`config.mk`:
```
export PLATFORM = sky130hd
export DESIGN_NAME = tlu_trigger_gen_flat
export DESIGN_NICKNAME = d
export VERILOG_FILES = /design/src/rtl/tlu_trigger_gen_pkg.sv /design/src/rtl/tlu_trigger_gen_if.sv /design/src/rtl/tlu_record_fifo.sv /design/src/rtl/tlu_trigger_gen.sv /design/src/flat_wrapper.sv
export SDC_FILE = /design/constraint.sdc
export NUM_CORES = 1
export LEC_CHECK = 0
export CORE_UTILIZATION = 31
export DETAILED_ROUTE_END_ITERATION = 12
export GPL_ROUTABILITY_DRIVEN = 0
export PLACE_DENSITY = 0.49
export SYNTH_ARGS = -nofsm -noshare
export SYNTH_HDL_FRONTEND = slang
export SYNTH_SLANG_ARGS = --single-unit
```
`constraint.sdc`:
```
create_clock -name SYS_CLK -period 16.4 [get_ports SYS_CLK]
set_clock_uncertainty 0.15 [all_clocks]
set_input_delay 3.28 -clock SYS_CLK [delete_from_list [all_inputs] [get_ports SYS_CLK]]
set_output_delay 3.28 -clock SYS_CLK [all_outputs]
set_load 0.01 [all_outputs]
```
`src/rtl/tlu_trigger_gen_pkg.sv`:
```
// tlu_trigger_gen_pkg
// Shared definitions for the trigger generator: coincidence mode encodings
// and the record layout helpers (words per record as a function of N_IN).
// A record is: ceil(N_IN/2) LE words, 4 timestamp words, 2 trigger-ID words,
// least significant word first.
package tlu_trigger_gen_pkg;

  typedef enum logic [1:0] {
    MODE_AND     = 2'd0,
    MODE_OR      = 2'd1,
    MODE_MAJ     = 2'd2,
    MODE_AND_ALT = 2'd3
  } mode_e;

  localparam int TS_WORDS = 4;
  localparam int ID_WORDS = 2;

  function automatic int le_words(input int n_in);
    return (n_in + 1) / 2;
  endfunction

  function automatic int rec_words(input int n_in);
    return le_words(n_in) + TS_WORDS + ID_WORDS;
  endfunction

endpackage

```
`src/rtl/tlu_trigger_gen_if.sv`:
```
// tlu_trigger_gen_if
// Record word stream, valid/ready handshake.
//   WORD_DATA  : 16-bit record word (driven by master)
//   WORD_VALID : word valid (driven by master)
//   WORD_READY : consumer accepts the word (driven by slave)
// master = trigger generator, slave = consumer.
interface tlu_trigger_gen_if;
  logic [15:0] WORD_DATA;
  logic        WORD_VALID;
  logic        WORD_READY;

  modport master (output WORD_DATA, output WORD_VALID, input WORD_READY);
  modport slave  (input WORD_DATA, input WORD_VALID, output WORD_READY);
endinterface

```
`src/rtl/tlu_record_fifo.sv`:
```
// tlu_record_fifo
// Single-clock FIFO holding whole trigger records.
//   clk, rst : clock, synchronous active-high reset (pointers only)
//   wr_en    : push request; accepted when not full, or when a pop happens
//              in the same cycle (the pop frees the slot)
//   wr_data  : record to push
//   rd_en    : pop request (ignored when empty)
//   rd_data  : record at the head (combinational)
//   full     : DEPTH records stored
//   empty    : no record stored
module tlu_record_fifo import tlu_trigger_gen_pkg::*; #(
  parameter int WIDTH = 128,
  parameter int DEPTH = 8
) (
  input  logic             clk,
  input  logic             rst,
  input  logic             wr_en,
  input  logic [WIDTH-1:0] wr_data,
  input  logic             rd_en,
  output logic [WIDTH-1:0] rd_data,
  output logic             full,
  output logic             empty
);

  localparam int AW = $clog2(DEPTH);

  logic [WIDTH-1:0] mem [DEPTH];
  logic [AW:0]      wr_ptr;
  logic [AW:0]      rd_ptr;
  logic             do_wr;
  logic             do_rd;

  assign empty = (wr_ptr == rd_ptr);
  assign full  = (wr_ptr[AW] != rd_ptr[AW]) && (wr_ptr[AW-1:0] == rd_ptr[AW-1:0]);
  assign do_rd = rd_en & ~empty;
  assign do_wr = wr_en & (~full | do_rd);

  always_ff @(posedge clk) begin
    if (rst) begin
      wr_ptr <= '0;
      rd_ptr <= '0;
    end else begin
      if (do_wr) wr_ptr <= wr_ptr + 1'b1;
      if (do_rd) rd_ptr <= rd_ptr + 1'b1;
    end
  end

  always_ff @(posedge clk) begin
    if (do_wr) mem[wr_ptr[AW-1:0]] <= wr_data;
  end

  assign rd_data = mem[rd_ptr[AW-1:0]];

endmodule

```
`src/rtl/tlu_trigger_gen.sv`:
```
// tlu_trigger_gen
// Beam-trigger coincidence and trigger generator. Enabled input channels are
// combined (AND / OR / MAJORITY, with a leading-edge window), the coincidence
// is registered twice and its rising edge fires a trigger when all DUT ready
// inputs are high and VETO is low. Each fired trigger queues a record
// (LE bytes, timestamp, trigger ID) that is streamed out as 16-bit words.
//
// Ports:
//   SYS_CLK, SYS_RST        : clock, synchronous active-high reset
//   START                   : clears run counters, prescaler and timestamp
//   CH_VALID, CH_LE_REL     : per-channel hit valid and relative LE byte
//   TEST_PULSE, VETO, READY : forced coincidence, block, DUT ready inputs
//   CONF_*                  : channel enable, mode, majority threshold,
//                             LE window, prescale divisor minus one
//   TRIG, TRIG_ID, TRIG_LE  : trigger pulse, current ID, MAX_LE low nibble
//   rec_bus                 : record word stream (valid/ready)
//   SKIP_CNT, LOST_CNT,
//   PRESC_CNT, TIME_STAMP   : statistics and free-running timestamp
//
// Build option: define TLU_TRIGGER_GEN_PRESCALER_EN to enable the prescaler;
// without it every unblocked edge fires and PRESC_CNT reads 0.
module tlu_trigger_gen import tlu_trigger_gen_pkg::*; #(
  parameter int N_IN      = 4,
  parameter int N_OUT     = 6,
  parameter int DEPTH     = 8,
  parameter int LE_OFFSET = 43
) (
  input  logic              SYS_CLK,
  input  logic              SYS_RST,
  input  logic              START,
  input  logic [N_IN-1:0]   CH_VALID,
  input  logic [8*N_IN-1:0] CH_LE_REL,
  input  logic              TEST_PULSE,
  input  logic              VETO,
  input  logic [N_OUT-1:0]  READY,
  input  logic [N_IN-1:0]   CONF_EN_INPUT,
  input  logic [1:0]        CONF_MODE,
  input  logic [3:0]        CONF_MIN_HITS,
  input  logic [4:0]        CONF_MAX_LE_DISTANCE,
  input  logic [15:0]       CONF_PRESCALE,
  output logic              TRIG,
  output logic [31:0]       TRIG_ID,
  output logic [3:0]        TRIG_LE,
  tlu_trigger_gen_if.master rec_bus,
  output logic [31:0]       SKIP_CNT,
  output logic [7:0]        LOST_CNT,
  output logic [31:0]       PRESC_CNT,
  output logic [63:0]       TIME_STAMP
);

  localparam int LE_W      = le_words(N_IN);
  localparam int REC_WORDS = rec_words(N_IN);
  localparam int REC_W     = REC_WORDS * 16;
  localparam int WCW       = $clog2(REC_WORDS);
  localparam logic [WCW-1:0] LAST_WORD = WCW'(REC_WORDS - 1);
  localparam logic [7:0]     LE_OFF8   = LE_OFFSET[7:0];

  logic [7:0]        le_min;
  logic [7:0]        le_max;
  logic [7:0]        le_span;
  logic [3:0]        hit_cnt;
  logic [N_IN-1:0]   valid_en;
  logic              mode_ok;
  logic              win_ok;
  logic              coinc;
  logic              coinc_p1;
  logic              coinc_p2;
  logic              edge_det;
  logic              blocked;
  logic              presc_acc;
  logic              fire;
  logic [31:0]       trig_id;
  logic [31:0]       skip_cnt;
  logic [7:0]        lost_cnt;
  logic [63:0]       ts;
  logic [REC_W-1:0]  rec_din;
  logic [REC_W-1:0]  rec_dout;
  logic              fifo_full;
  logic              fifo_empty;
  logic              pop;
  logic [WCW-1:0]    word_cnt;
  logic [15:0]       rec_word [REC_WORDS];

  // Leading-edge extremes and hit count over the enabled channels
  always_comb begin
    le_min  = 8'hFF;
    le_max  = 8'h00;
    hit_cnt = 4'd0;
    for (int k = 0; k < N_IN; k++) begin
      if (CONF_EN_INPUT[k]) begin
        if (CH_LE_REL[8*k +: 8] < le_min) le_min = CH_LE_REL[8*k +: 8];
        if (CH_LE_REL[8*k +: 8] > le_max) le_max = CH_LE_REL[8*k +: 8];
        if (CH_VALID[k]) hit_cnt = hit_cnt + 4'd1;
      end
    end
  end

  assign valid_en = CH_VALID & CONF_EN_INPUT;
  assign le_span  = le_max - le_min;
  assign win_ok   = le_span < {3'b000, CONF_MAX_LE_DISTANCE};

  always_comb begin
    case (mode_e'(CONF_MODE))
      MODE_OR:  mode_ok = |valid_en;
      MODE_MAJ: mode_ok = hit_cnt >= CONF_MIN_HITS;
      default:  mode_ok = (valid_en == CONF_EN_INPUT);
    endcase
  end

  assign coinc   = (mode_ok & win_ok & (|CONF_EN_INPUT)) | TEST_PULSE;
  assign TRIG_LE = le_max[3:0];

  // Stage p1/p2: coincidence registered twice for edge detection
  always_ff @(posedge SYS_CLK) begin
    if (SYS_RST) begin
      coinc_p1 <= 1'b0;
      coinc_p2 <= 1'b0;
    end else begin
      coinc_p1 <= coinc;
      coinc_p2 <= coinc_p1;
    end
  end

  assign edge_det = coinc_p1 & ~coinc_p2;
  assign blocked  = ~(&READY) | VETO;

`ifdef TLU_TRIGGER_GEN_PRESCALER_EN
  logic [15:0] presc_q;
  logic [31:0] presc_cnt;
  logic        presc_hit;

  assign presc_hit = (presc_q == CONF_PRESCALE);
  assign presc_acc = presc_hit;

  always_ff @(posedge SYS_CLK) begin
    if (SYS_RST || START) begin
      presc_q   <= 16'd0;
      presc_cnt <= 32'd0;
    end else if (edge_det && !blocked) begin
      if (presc_hit) begin
        presc_q <= 16'd0;
      end else begin
        presc_q   <= presc_q + 16'd1;
        presc_cnt <= presc_cnt + 32'd1;
      end
    end
  end

  assign PRESC_CNT = presc_cnt;
`else
  logic unused_presc;
  assign unused_presc = ^CONF_PRESCALE;
  assign presc_acc    = 1'b1;
  assign PRESC_CNT    = 32'd0;
`endif

  // Gated by reset so TRIG is low during the reset cycle itself
  assign fire = edge_det & ~blocked & presc_acc & ~SYS_RST;
  assign TRIG = fire;

  always_ff @(posedge SYS_CLK) begin
    if (SYS_RST || START) begin
      trig_id  <= 32'd0;
      skip_cnt <= 32'd0;
      ts       <= 64'd1;
    end else begin
      if (fire) trig_id <= trig_id + 32'd1;
      if (edge_det && blocked) skip_cnt <= skip_cnt + 32'd1;
      if (ts != '1) ts <= ts + 64'd1;
    end
  end

  // A full FIFO only drops the record if no pop frees a slot this cycle
  always_ff @(posedge SYS_CLK) begin
    if (SYS_RST) begin
      lost_cnt <= 8'd0;
    end else if (fire && fifo_full && !pop && lost_cnt != 8'hFF) begin
      lost_cnt <= lost_cnt + 8'd1;
    end
  end

  assign TRIG_ID    = trig_id;
  assign SKIP_CNT   = skip_cnt;
  assign LOST_CNT   = lost_cnt;
  assign TIME_STAMP = ts;

  always_comb begin
    rec_din = '0;
    for (int k = 0; k < N_IN; k++) begin
      if (CONF_EN_INPUT[k]) rec_din[8*k +: 8] = CH_LE_REL[8*k +: 8] + LE_OFF8;
    end
    rec_din[LE_W*16 +: 64]      = ts;
    rec_din[LE_W*16 + 64 +: 32] = trig_id;
  end

  tlu_record_fifo #(
    .WIDTH (REC_W),
    .DEPTH (DEPTH)
  ) u_fifo (
    .clk     (SYS_CLK),
    .rst     (SYS_RST),
    .wr_en   (fire),
    .wr_data (rec_din),
    .rd_en   (pop),
    .rd_data (rec_dout),
    .full    (fifo_full),
    .empty   (fifo_empty)
  );

  always_comb begin
    for (int w = 0; w < REC_WORDS; w++) rec_word[w] = rec_dout[16*w +: 16];
  end

  assign rec_bus.WORD_VALID = ~fifo_empty;
  assign rec_bus.WORD_DATA  = rec_word[word_cnt];
  assign pop = ~fifo_empty & rec_bus.WORD_READY & (word_cnt == LAST_WORD);

  always_ff @(posedge SYS_CLK) begin
    if (SYS_RST) begin
      word_cnt <= '0;
    end else if (!fifo_empty && rec_bus.WORD_READY) begin
      word_cnt <= (word_cnt == LAST_WORD) ? '0 : word_cnt + 1'b1;
    end
  end

endmodule
```
`src/flat_wrapper.sv`:
```
// flat-port wrapper written by rule: the top's interface ports become plain ports
module tlu_trigger_gen_flat import tlu_trigger_gen_pkg::*;
#(
  parameter int N_IN      = 4,
  parameter int N_OUT     = 6,
  parameter int DEPTH     = 8,
  parameter int LE_OFFSET = 43
)
  (SYS_CLK, SYS_RST, START, CH_VALID, CH_LE_REL, TEST_PULSE, VETO, READY, CONF_EN_INPUT, CONF_MODE, CONF_MIN_HITS, CONF_MAX_LE_DISTANCE, CONF_PRESCALE, TRIG, TRIG_ID, TRIG_LE, SKIP_CNT, LOST_CNT, PRESC_CNT, TIME_STAMP, rec_bus_WORD_DATA, rec_bus_WORD_VALID, rec_bus_WORD_READY);
  tlu_trigger_gen_if rec_bus_i ();
  input  logic SYS_CLK;
  input  logic SYS_RST;
  input  logic START;
  input  logic [N_IN-1:0] CH_VALID;
  input  logic [8*N_IN-1:0] CH_LE_REL;
  input  logic TEST_PULSE;
  input  logic VETO;
  input  logic [N_OUT-1:0] READY;
  input  logic [N_IN-1:0] CONF_EN_INPUT;
  input  logic [1:0] CONF_MODE;
  input  logic [3:0] CONF_MIN_HITS;
  input  logic [4:0] CONF_MAX_LE_DISTANCE;
  input  logic [15:0] CONF_PRESCALE;
  output logic TRIG;
  output logic [31:0] TRIG_ID;
  output logic [3:0] TRIG_LE;
  output logic [31:0] SKIP_CNT;
  output logic [7:0] LOST_CNT;
  output logic [31:0] PRESC_CNT;
  output logic [63:0] TIME_STAMP;
  output wire logic [$bits(rec_bus_i.WORD_DATA)-1:0] rec_bus_WORD_DATA;
  output wire logic [$bits(rec_bus_i.WORD_VALID)-1:0] rec_bus_WORD_VALID;
  input wire logic [$bits(rec_bus_i.WORD_READY)-1:0] rec_bus_WORD_READY;
  assign rec_bus_WORD_DATA = rec_bus_i.WORD_DATA;
  assign rec_bus_WORD_VALID = rec_bus_i.WORD_VALID;
  assign rec_bus_i.WORD_READY = rec_bus_WORD_READY;
  tlu_trigger_gen #(.N_IN(N_IN), .N_OUT(N_OUT), .DEPTH(DEPTH), .LE_OFFSET(LE_OFFSET)) u_core (.SYS_CLK(SYS_CLK), .SYS_RST(SYS_RST), .START(START), .CH_VALID(CH_VALID), .CH_LE_REL(CH_LE_REL), .TEST_PULSE(TEST_PULSE), .VETO(VETO), .READY(READY), .CONF_EN_INPUT(CONF_EN_INPUT), .CONF_MODE(CONF_MODE), .CONF_MIN_HITS(CONF_MIN_HITS), .CONF_MAX_LE_DISTANCE(CONF_MAX_LE_DISTANCE), .CONF_PRESCALE(CONF_PRESCALE), .TRIG(TRIG), .TRIG_ID(TRIG_ID), .TRIG_LE(TRIG_LE), .rec_bus(rec_bus_i), .SKIP_CNT(SKIP_CNT), .LOST_CNT(LOST_CNT), .PRESC_CNT(PRESC_CNT), .TIME_STAMP(TIME_STAMP));
endmodule
```
### Yosys cells after proc, flatten, opt, wreduce, memory -nomap -nowiden

Memories as Yosys holds them, arrays and structs flattened. A register that Yosys moved wholly into a read port is not among the register bits.
Cells that the tools add are included.

| storage, ports and cells | value |
|---|---|
| register bits | 149 |
| bits in writable memories | 1,024 |
| bits of input ports | 79 |
| output and inout port bits | 190 |
| logic and storage cells | 114 |
| memories kept | 1 |

Memories:

| memory | depth | width | read ports | clocked after Yosys merged registers in | write ports | line | RTL |
|---|---|---|---|---|---|---|---|
| u_core.u_fifo.mem | 8 | 128 | 1 | 1 | 1 | tlu_record_fifo.sv:27 | `logic [WIDTH-1:0] mem [DEPTH];` |

| cells by class | value |
|---|---|
| add/sub/neg operators | 15 |
| magnitude comparators | 11 |
| eq/ne operators | 9 |
| muxes and demuxes | 37 |
| bitwise logic cells | 20 |
| reduce and logical (&&, ||, !) cells | 12 |

Operators by type and width:

| operator | count |
|---|---|
| 8-bit two-way mux | 20 |
| 32-bit by 1-bit adder with 32-bit output (second input constant) | 2 |
| 64-bit by 1-bit adder with 64-bit output (second input constant) | 1 |
| 64-bit != test (second input constant) | 1 |
| 16-bit binary-select mux with 3-bit select | 1 |
| 8-bit by 6-bit adder with 8-bit output (second input constant) | 4 |
| 16-bit two-way mux | 2 |
| 4-bit two-way mux | 7 |
| 8-bit > comparator | 3 |
| 8-bit less-than comparator | 3 |
| 4-bit by 1-bit adder with 4-bit output (second input constant) | 5 |
| 1-bit bitwise AND | 9 |
| 3-bit two-way mux | 3 |
| 8-bit by 1-bit adder with 8-bit output (second input constant) | 1 |
| 4-bit == test | 2 |
| 8-bit by 1-bit > comparator with 1-bit output (second input constant) | 1 |
| 8-bit by 5-bit less-than comparator with 1-bit output | 1 |
| 8-bit less-than comparator (second input constant) | 1 |
| 8-bit != test (second input constant) | 1 |
| 4-bit OR reduction | 2 |
| 8-bit subtractor | 1 |
| 1-bit logical AND | 6 |
| 1-bit inverter | 6 |
| 6-bit AND reduction | 1 |
| 15 further kinds | 20 |

### Longest topological paths before layout

| logic depth | value |
|---|---|
| depth after elaboration | 17 |
| mapped depth | 45 |
| mapped depth without buffers | 43 |

### Modules after synthesis

Synthesis repeated with hierarchy kept, for this count alone.

| unflattened totals | value |
|---|---|
| cells, all modules | 2,909 |
| area total of the unflattened synthesis | 50,737.4 um^2 |

By module, submodules not included:

| module | instances | cells each | area an instance (um^2) | seq. area each (um^2) |
|---|---|---|---|---|
| tlu_record_fifo | 1 | 1,550 | 39,531.7 | 30,969.7 |
| tlu_trigger_gen | 1 | 1,359 | 11,205.7 | 2,822.7 |

### Least setup slack after synthesis

Ideal clock, no wire load.

| timing path | value |
|---|---|
| path kind | input to register |
| from | input VETO |
| to | memory u_core.u_fifo.mem[0][0] (enable) |
| setup time | 0.772 ns |
| arrival | 13.498 ns |
| data required time | 15.478 ns |
| path slack | 1.981 ns |
| stages | 6 |
| buffers on the path | 0 |
| path through | and4b_1 > nand4_1 > nor4b_2 > nor2b_1 > nand2b_1 > nor3_1 |

| between the ends | value |
|---|---|
| cells in the longest elaborated chain, start to end | 7 |

RTL lines:

| item | line | RTL |
|---|---|---|
| start: declaration | flat_wrapper.sv:17 | `input logic VETO;` |
| 1-bit bitwise OR | tlu_trigger_gen.sv:125 | `assign blocked = ~(&READY) \| VETO;` |
| 1-bit inverter | tlu_trigger_gen.sv:158 | `assign fire = edge_det & ~blocked & presc_acc & ~SYS_RST;` |
| 1-bit bitwise AND (2 in a row) | tlu_trigger_gen.sv:158 |  |
| net TRIG | flat_wrapper.sv:24 | `output logic TRIG;` |
| 1-bit bitwise AND | tlu_record_fifo.sv:36 | `assign do_wr = wr_en & (~full \| do_rd);` |
| 1-bit two-way mux | tlu_record_fifo.sv:49 | `if (do_wr) mem[wr_ptr[AW-1:0]] <= wr_data;` |
| 1-bit two-way mux (not written as such) | tlu_record_fifo.sv:49 |  |
| end: declaration | tlu_record_fifo.sv:27 |  |

The timed path passes the listed nets, and every way through them passes these cells.

### Worst setup path after layout

| timing path | value |
|---|---|
| from | input CONF_EN_INPUT[0] |
| to | output TRIG_LE[1] |

| between the ends | value |
|---|---|
| cells in the longest elaborated chain, start to end | 10 |

RTL lines:

| item | line | RTL |
|---|---|---|
| start: declaration | flat_wrapper.sv:19 | `input logic [N_IN-1:0] CONF_EN_INPUT;` |
| 8-bit two-way mux * | tlu_trigger_gen.sv:90 | `if (CONF_EN_INPUT[k]) begin` |
| 8-bit > comparator | tlu_trigger_gen.sv:92 | `if (CH_LE_REL[8*k +: 8] > le_max) le_max = CH_LE_REL[8*k +: 8];` |
| 8-bit two-way mux | tlu_trigger_gen.sv:92 |  |
| 8-bit two-way mux * | tlu_trigger_gen.sv:90 |  |
| 8-bit > comparator | tlu_trigger_gen.sv:92 |  |
| 8-bit two-way mux | tlu_trigger_gen.sv:92 |  |
| 8-bit two-way mux * | tlu_trigger_gen.sv:90 |  |
| 8-bit > comparator | tlu_trigger_gen.sv:92 |  |
| 8-bit two-way mux | tlu_trigger_gen.sv:92 |  |
| 8-bit two-way mux * | tlu_trigger_gen.sv:90 |  |
| end: declaration | flat_wrapper.sv:26 | `output logic [3:0] TRIG_LE;` |

Every way passes the cells marked *; elsewhere a longest branch is shown, timed or not.

==> qor.yml <==
clock_sinks: 1176
max_cap_viol_count: 0
dieArea_um2: 161000
tritoncts.num_buffers: 117
sort_of_element_at_the_start_of_the_critical_path: "primary input"
die_h_um: 401
post_synth_instance_area_um2: 49500
holdCritPathClass: "reg2reg"
synth-simple-area-share_pct: 5.43
cp.buffers_inverters: 7
critPathTopFamily: "compound AO/OA/AOI/OAI gates"
maxClockFrequency_mhz: 66.7
critical_path.max_fanout: 18
critical_path_arrival_ps: 11570
final_min_period_over_clock_period_pct: 91.5
nNetsFinal: 3153
std_cell_rows: 146
synthDominantCellAreaShare_pct: 62.2
synthCells: 2832
crit_type: "in2out"
tightest_slew_ps: 1270
power.total_mw: 6.24
synth.top_cells.by_area: "edfxtp_1, mux4_2, dfxtp_1"
max_stage_delay_ps: 890
clkSlewWorstSetupHoldPaths_ps: 60
numPortBuffers: 220
routed-via-count: 25400
grt_overflow: 0
cts_setup_buffers: 0
tns_ps: 0
core_area_um2: 158000
antenna_violations_before_repair: 4
synthXorXnorAreaFrac_pct: 2.66
period_minus_slack_ps: 15000
worstSkewPairLatency_ps: 730
clk_path_buf_depth: 3
rsz_0062_raised_after_global_routing: "false"
p_leak_nw: 18.2
postCtsHoldBufs: 0
chipWidth_um: 401
remaining_drc_errors: 0
cts_htree_levels: 3
power.switching_fraction_pct: 20.9
cts.repair.resized: 0
detail_route.first_pass.iterations: 5
critical-path-top-cell-by-count: "inv_1"
yosys-mux-area-fraction_pct: 15.9
global_route_usage_over_all_layers_pct: 15.5
sequential_fraction_of_the_synthesis_area_pct: 68.3
critical_path_required_ps: 12970
vdd.ir_drop.worst_uv: 80.8
avgViaCountPerCell: 4.91
drv_slew: 0
timing.final.hold_violations: 0
synthAdderAreaFrac_pct: 1.96
tritoncts: "yes"
timing.slew.headroom_pct: 14.8
most_used_flip_flop_cell_after_synthesis: "edfxtp_1"
post_synth.cell_area_avg_um2: 17.5
layout-area-overhead-vs-synth_pct: 16.0
route.final.wire_length_um: 125000
fillCellCount: 14700
synthesis.yosys.warnings: 0
grt_pass1_wl_um: 183000
dp.final_hpwl_um: 74400
antenna_left: 0
initial_core_util_pct: 31.2
power_frac_clock_pct: 44.2
post_route_cells_drive_above_1_share_pct: 19.2
synth.lib_cells_used.distinct: 69
dominant_combinational_cell_family_by_area_after_synthesis: "multiplexers"
clockRootBuffer: "clkbuf_16"
share_comb_of_total_power_pct: 4.2
pwr_density_cell_nw_per_um2: 109
setup-violations-final: 0
largest_net_degree_at_the_start_of_global_routing: 129
synth-edff-count: 1024
yosys_register_bits: 1176
proportion_of_power_drawn_by_flip_flops_and_latches_pct: 51.6
net_switching_power_figure_mw: 1.30
outcome: "complete, no violations"
internal_mw: 4.94
routedWlPerCell_um: 24.2
drtIter0Drc: 1860
cpMaxStageDelayCell: "a21oi_1"
ys_async_sr_fraction_pct: 0
synth_top_area_cell: "edfxtp_1"
io_pins: 269
critPathCaptureType: "primary output"
grt_pass1_vias: 26000
synth-compound-area-share_pct: 2.38
## synth_stat cells (25+ instances only)
cell type     n
and3_1       27
o21ai_0      69
edfxtp_1   1024
inv_1        72
buf_1        29
dfxtp_1     152
xor2_1       94
nand3_1      49
buf_4       129
nor3_1       25
or3_1        28
nand2_1     116
nand4_1      38
ha_1         76
mux4_2      336
a21oi_1      56
nor2_1      207
xnor2_1      56
clkbuf_1     78
## power groups by stage
stage	clock network (mW)	registers [mW]	logic (mW)
3_5_place_dp	0	3.29	0.261
2_1_floorplan	0	3.29	0.181
5_1_grt	2.95	3.22	0.293
6_report	2.76	3.22	0.260
3_3_place_gp	0	3.29	0.261
4_1_cts	2.84	3.22	0.262
## final cells by class
type / count / area (um^2) / share of cell area [%]
flip-flops and latches: 1176 / 33800 / 58.9
multi-input cells: 1373 / 14200 / 24.7
clock buffers: 153 / 3260 / 5.67
well taps: 2072 / 2590 / 4.52
repair buffers: 254 / 2530 / 4.40
clock inverters: 68 / 733 / 1.28
inverters: 75 / 282 / 0.491
diodes: 2 / 5.00 / 0.00872
## cells by family (layout without fill, tap and decap cells)
family / after synthesis / in the layout
simple gates: 560 / 560
other cells: 1 / 34
buf+inv: 314 / 550
flops: 1176 / 1176
xor+xnor: 150 / 150
compound gates: 191 / 191
fa+ha+maj: 77 / 77
mux: 363 / 363
## through the flow
step	utilization [%]	std cells	hold slack, ps	instance area (um^2)	worst slack [ps]
floorplan	-	2863	295	49600	1980
global placement	33.7	4950	337	53400	1600
detailed placement	33.7	4950	353	53400	1510
CTS	36.2	5171	364	57400	1490
global route	36.2	5171	407	57400	588
finish	36.2	5173	359	57400	1400
## path summary, 6_finish.rpt
check | from | endpoint | slack, ps | depth (start not counted)
worst max register to register | u_core.TIME_STAMP[31] | u_core.TIME_STAMP[53] | 10570 | 12
worst max-delay path | CONF_EN_INPUT[0] | TRIG_LE[1] | 1400 | 31
worst min-delay path | u_core.SKIP_CNT[25] | u_core.SKIP_CNT[25] | 360 | 2
worst min register to register | u_core.SKIP_CNT[25] | u_core.SKIP_CNT[25] | 360 | 2
## state kept, by name, summed over array words and instances (netlist names), 3 cells and up, named ones only
name	flops
u_core.LOST_CNT	8
u_core.SKIP_CNT	32
u_core.TIME_STAMP	64
u_core.TRIG_ID	32
u_core.u_fifo.mem	1024
u_core.u_fifo.rd_ptr	4
u_core.u_fifo.wr_ptr	4
u_core.word_cnt	3
## cells in the final DEF (no fill, tap or decap), types with 14 or more instances in the layout
cell type and count:
bufinv_16 14, clkbuf_1 20, edfxtp_1 1024, clkinv_2 27
conb_1 32, nor3_1 23, buf_4 28, dfxtp_1 147
xor2_1 94, mux4_2 336, inv_1 72, xnor2_1 56
or3_1 28, o21ai_0 69, a21oi_1 56, nand3_1 49
ha_1 76, clkdlybuf4s50_1 219, and3_1 27, nand4_1 38
mux2i_1 18, nand2_1 116, and4_1 15, clkinv_1 16
nor2_1 201, clkbuf_16 120
## worst min-delay path, stage by stage (launching register included)
cell and delay [ps]:
dfxtp_1 330, o21ai_0 70, a21oi_1 60
## routing by layer
metal | wire length [um] | global-route usage (%)
met1 | 55800 | 21.0
met2 | 60400 | 25.3
met3 | 6100 | 2.89
met4 | 2970 | 4.14
met5 | 0 | 0
Power figures use the tool's default switching activity.
